## config.mk

```make
export PLATFORM = sky130hd
export DESIGN_NAME = vga_sync_gen
export DESIGN_NICKNAME = d
export VERILOG_FILES = /design/src/rtl/vga_sync_gen.sv
export SDC_FILE = /design/constraint.sdc
export NUM_CORES = 1
export LEC_CHECK = 0
export ABC_AREA = 1
export CORE_MARGIN = 2
export CORE_UTILIZATION = 47
export DETAILED_ROUTE_END_ITERATION = 10
export PLACE_DENSITY_LB_ADDON = 0.1
export SYNTH_ARGS = -nofsm -noshare
export SYNTH_HDL_FRONTEND = slang
export SYNTH_SLANG_ARGS = --single-unit
```

## constraint.sdc

```tcl
create_clock -name CLK -period 1.75 [get_ports CLK]
set_input_delay 0.175 -clock CLK [delete_from_list [all_inputs] [get_ports CLK]]
set_output_delay 0.175 -clock CLK [all_outputs]
set_load 0.02 [all_outputs]
```

## src/rtl/vga_sync_gen.sv

```systemverilog
// Vertical line counter and registered 640x480@60 raster decode, driven by the
// upstream horizontal pixel counter (HADDR/HTC). All outputs lag their inputs by one cycle.
module vga_sync_gen #(
    parameter int   H_VIS  = 640,
    parameter int   H_FP   = 16,
    parameter int   H_SYNC = 96,
    parameter int   H_BP   = 48,
    parameter int   V_VIS  = 480,
    parameter int   V_FP   = 10,
    parameter int   V_SYNC = 2,
    parameter int   V_BP   = 33,
    parameter logic HS_POL = 1'b0,
    parameter logic VS_POL = 1'b0
) (
    input  logic       CLK,
    input  logic       RST,
    input  logic [9:0] HADDR,
    input  logic       HTC,
    output logic       HSYNC,
    output logic       VSYNC,
    output logic       DE,
    output logic [9:0] PIX_X,
    output logic [8:0] PIX_Y,
    output logic [9:0] VLINE,
    output logic       FSTART,
    output logic       LSTART
);

    localparam logic [9:0] H_VIS_W   = 10'(H_VIS);
    localparam logic [9:0] H_SYNC_LO = 10'(H_VIS + H_FP);
    localparam logic [9:0] H_SYNC_HI = 10'(H_VIS + H_FP + H_SYNC);
    localparam int         H_TOTAL   = H_VIS + H_FP + H_SYNC + H_BP;
    localparam logic [9:0] V_VIS_W   = 10'(V_VIS);
    localparam logic [9:0] V_SYNC_LO = 10'(V_VIS + V_FP);
    localparam logic [9:0] V_SYNC_HI = 10'(V_VIS + V_FP + V_SYNC);
    localparam logic [9:0] V_LAST    = 10'(V_VIS + V_FP + V_SYNC + V_BP - 1);

    logic [9:0] r_v;
    logic       r_hsync;
    logic       r_vsync;
    logic       r_de;
    logic [9:0] r_pix_x;
    logic [8:0] r_pix_y;
    logic [9:0] r_vline;
    logic       r_fstart;
    logic       r_lstart;

    logic [9:0] w_v_next;
    logic [9:0] w_line;
    logic       w_h_vis;
    logic       w_h_sync;
    logic       w_v_vis;
    logic       w_v_sync;
    logic       w_de;

    // Line-advance arithmetic and decode of the effective line; HADDR==0 with HTC
    // must see the new line, so the decode uses the post-increment value.
    always_comb begin
        w_v_next = 10'd0;
        if (r_v == V_LAST) begin
            w_v_next = 10'd0;
        end else begin
            w_v_next = r_v + 10'd1;
        end
        w_line   = HTC ? w_v_next : r_v;
        w_h_vis  = (HADDR < H_VIS_W);
        w_h_sync = ({22'd0, HADDR} < 32'(H_TOTAL)) && (HADDR >= H_SYNC_LO) && (HADDR < H_SYNC_HI);
        w_v_vis  = (w_line < V_VIS_W);
        w_v_sync = (w_line >= V_SYNC_LO) && (w_line < V_SYNC_HI);
        w_de     = w_h_vis && w_v_vis;
    end

    // Vertical counter and registered outputs; reset overrides a coincident HTC.
    always_ff @(posedge CLK) begin
        if (RST) begin
            r_v      <= V_LAST;
            r_hsync  <= ~HS_POL;
            r_vsync  <= ~VS_POL;
            r_de     <= 1'b0;
            r_pix_x  <= 10'd0;
            r_pix_y  <= 9'd0;
            r_vline  <= V_LAST;
            r_fstart <= 1'b0;
            r_lstart <= 1'b0;
        end else begin
            r_v      <= w_line;
            r_hsync  <= w_h_sync ? HS_POL : ~HS_POL;
            r_vsync  <= w_v_sync ? VS_POL : ~VS_POL;
            r_de     <= w_de;
            r_pix_x  <= w_de ? HADDR : 10'd0;
            r_pix_y  <= w_de ? w_line[8:0] : 9'd0;
            r_vline  <= w_line;
            r_fstart <= HTC && (w_v_next == 10'd0);
            r_lstart <= HTC;
        end
    end

    assign HSYNC  = r_hsync;
    assign VSYNC  = r_vsync;
    assign DE     = r_de;
    assign PIX_X  = r_pix_x;
    assign PIX_Y  = r_pix_y;
    assign VLINE  = r_vline;
    assign FSTART = r_fstart;
    assign LSTART = r_lstart;

endmodule

```

[Word level (Yosys, flattened, before mapping)]
Cells that the tools add are included.
Word-level totals
  word-level logic and storage cells: 29
  flip-flop bits (word level): 34
  bits of input ports: 13
  output and inout port bits: 34
Operators by class
  reductions and logical operators: 7
  multiplexer cells: 4
  equality and inequality tests: 1
  magnitude comparators: 7
  bitwise gates (word level): 1
  add/subtract/negate cells: 1
Operators with widths (count)
  10-bit less-than comparator (second input constant): 3
  10-bit by 9-bit less-than comparator with 1-bit output (second input constant): 2
  10-bit two-way mux: 2
  10-bit by 1-bit adder with 10-bit output (second input constant): 1
  10-bit == test (second input constant): 1
  10-bit greater-or-equal comparator (second input constant): 1
  10-bit by 9-bit greater-or-equal comparator with 1-bit output (second input constant): 1
  10-bit zero test: 1
  1-bit logical AND: 5
  1-bit two-way mux: 2
  2-bit OR reduction: 1
  1-bit NOT: 1

[Longest topological paths before layout]
  word-level depth: 7
  gate-level depth with buffers: 11
  gate-level depth less buffers: 11

[Worst setup path before layout]
No wires, ideal clock.
  kind: flip-flop to flip-flop
  from: register VLINE[0] (netlist name)
  to: register r_vsync, in the netlist VSYNC
  required time: 1624 ps
  slack: -23 ps
  data arrival time: 1647 ps
  buffers on the path: 1
  library setup time: 126 ps
  clock period less this slack: 1773 ps
  stages on the path, launching flop included: 12
  cells stage by stage: dfxtp_1 -> ha_1 -> nand2_1 -> nor2_2 -> nand2_1 -> nand2_1 -> nand3_1 -> nand2_1 -> nand2_4 -> nor2_8 -> buf_12 -> nand3_2
RTL lines
  end signal, assigned: line 78  | r_vsync <= ~VS_POL;
  end signal, assigned: line 88  | r_vsync <= w_v_sync ? VS_POL : ~VS_POL;
  end, declared: line 40  | logic r_vsync;

==> run summary <==
At the pin with the least slew margin, the transition time is 547 ps. The wire-length estimate of the detail-placed layout is 2.88 mm. The H-tree was split into 2 levels.

The run gives 0 as the number of maximum-capacitance constraint violations. The total power per unit cell area is 701 nW/µm². Entering global routing, the biggest net connects 20 pins. Based on the critical path, the design can be clocked at up to 593 MHz. The worst ir drop on vdd came out at 0.000695 V. The number of hold buffers added after CTS was 0. The logs give 0 for the count of inserted antenna diode cells and 0 for the remaining routing DRC violations. The maximum fanout count along the critical path works out to 6. Clock skew on the completed layout was measured at 4.66 ps.

The floorplan step defined a die boundary enclosing 4100 µm². Synthesis inferred 34 register bits. In this run the tightest slew margin relative to its limit is 63.3%. Prior to clock tree synthesis, the placed netlist has a worst setup slack of -117 ps. The cell area that synthesis handed to floorplanning was 1690 µm².

The flow ran to the end, and the final reports show no timing, DRC or antenna violations. The period utilization is 96.3%, and the total global-route track usage is 19.5%. Type of the tightest min-delay check: in2reg.

Summing all placed instances gives a cell area of 2260 µm². The number of different library cells in the post-synthesis netlist is 28. Initial cell density of the core: 49.9%. In this run, placement finished with an instance count of 308. Across all hold checks on the routed design, the worst slack comes to 383 ps.

Counting the buffers created by CTS gives 5. The run gives 0.840 as the weighted congestion reported at the end of routability-driven placement. For this run, the number of Yosys warnings is 0. The required time at the endpoint of the critical path is 1970 ps, and the share of synthesized area occupied by flip-flops and latches is 40.2%. The post-route netlist has 30.3% of its cells at a drive strength greater than 1.

The minimum setup slack in the final design is 64.9 ps. Clock latency on the worst-skew pair, taken at its later pin, is 320 ps. The number of vias per cell after detailed routing was 4.74. The post-layout instance area came out at 2460 µm².

The final layout contains 288 nets. After routing, the total negative slack on setup checks comes to 0 ps. After detailed routing, the total wire length is 3.88 mm. The run gives 6.27 mm as the wire length of the first global-routing pass. The endpoint class of the critical path was a flop. Relative to the synthesized area, the layout overhead comes to 45.2%.

For the post-synthesis net count, the log shows 226. The die is 64.0 µm tall. The tree built by TritonCTS fans out to 34 sinks.

In this run the static leakage power is 1.11 nW. The first detailed-routing pass ran for 4 iterations. The master cell of the clock root buffer was clkbuf_4. Data arrives at the worst endpoint at 1900 ps. STA classifies the critical path startpoint as a flop. The final-report hold violation count is 0, and the post-route non-filler standard cell count is 320. The initial DRC count is 70. The run gives 0 as the final setup violation count.

After clock tree synthesis, the clock-pin slew on the worst setup and hold paths is 100 ps. The worst setup path category is reg2reg. The core region is 3390 µm². The count of input and output buffers is 46. Pin placement for this block handled 47 I/O pins. Final total power: 1.72 mW. The number of global-route vias before repair was 1356. The mean instance size in the synthesized netlist works out to 8.02 µm².

The final route contains 1517 vias. The final number of max-transition violations is 0, and the die width is 64.0 µm. TritonCTS built the clock tree.

The number of antenna violations at the first check in global routing was 0; the final critical-path required period was 1690 ps. For the row count, the log shows 21. The detail route stage leaves a number of antenna-violating nets equal to 0. The clock passes through at most 2 buffers.

The cell count after synthesis came out at 211. Global routing finished with a remaining overflow of 0. The final design utilization was 72.5%; the routed length per instance was 12.1 µm.
-- worst max-delay path: stages (launching register included) --
cell and delay (ps):
dfxtp_2 370, ha_4 150, nand2_1 90, nor2_2 160, nand2_1 70, nand2_1 80
nand3_2 80, nand2_2 130, nand2_4 80, nor2_8 170, buf_12 140, nand3_2 70
-- cells by family (layout without fill, tap and decap cells) --
logic type / after synthesis / count (layout) / synth area share (%)
AOI/OAI and AO/OA: 9 / 9 / 2.96
DFF: 34 / 34 / 40.2
adders and majority gates: 2 / 2 / 1.48
buffers and inverters: 38 / 101 / 10.9
and+or+nand+nor: 128 / 128 / 44.5
-- path summary, 6_finish.rpt --
check | from | end | slack [ps] | cells after the start
max | VLINE[0] | VSYNC | 60 | 11
min | HADDR[0] | PIX_X[0] | 380 | 3
max reg2reg | VLINE[0] | VSYNC | 60 | 11
min reg2reg | VLINE[8] | VLINE[8] | 610 | 2
-- area by class of cell --
type	count	area, µm²
tap	46	57.6
timing repair buffer	61	631
sequential	34	686
clock inverter	1	5.00
clock buffer	7	55.1
multi-input combinational	139	901
inverter	32	123
fill	264	932
-- repair_timing --
action                     in CTS  in global routing
buffers inserted                0                  3
setup endpoints to repair       1                 22
hold endpoints to repair        0                  0
resized for setup               2                 23
pin swaps                       0                  5
gates cloned                    0                  1
-- cell usage after synthesis (all sizes together) --
master / count / share of area [%]
o21bai: 1 / 0.44
a211oi: 1 / 0.44
dfxtp: 34 / 40
nor3: 20 / 11
buf: 4 / 3.3
nor2: 25 / 7.5
nand3: 18 / 6.9
a21oi: 3 / 0.89
o21ai: 4 / 1.2
ha: 2 / 1.5
nand4: 6 / 3.0
inv: 32 / 7.1
nand3b: 1 / 0.44
nand2: 57 / 15
clkbuf: 2 / 0.44
or2: 1 / 0.37
-- state kept, by name, summed over array words and instances, names as in the netlist --
signal	cells
HSYNC	1
VLINE	10
FSTART	1
DE	1
PIX_X	10
PIX_Y	9
VSYNC	1
LSTART	1
-- power breakdown --
group / switching [mW] / internal (mW)
sequential: 0.0236 / 0.812
clock: 0.250 / 0.195
combinational: 0.250 / 0.191
total: 0.524 / 1.20
-- placed cells by master (no fill, tap or decap), drive strengths merged, types with 6 or more instances in the layout --
cell	n
buf	14
nand4	6
nand2	57
dfxtp	34
nor2	25
inv	32
nor3	20
clkdlybuf4s50	45
clkbuf	8
nand3	18
-- layer usage --
layer	part of all wire (%)	vias to the layer above	wire [µm]	global-route usage, %
met2	49	33	1900	32.2
met1	46	692	1780	26.2
met4	1.1	0	42	3.53
li1	-	788	-	-
met5	0	-	0	0
met3	4.0	4	156	4.75
Power figures use the tool's default switching activity.
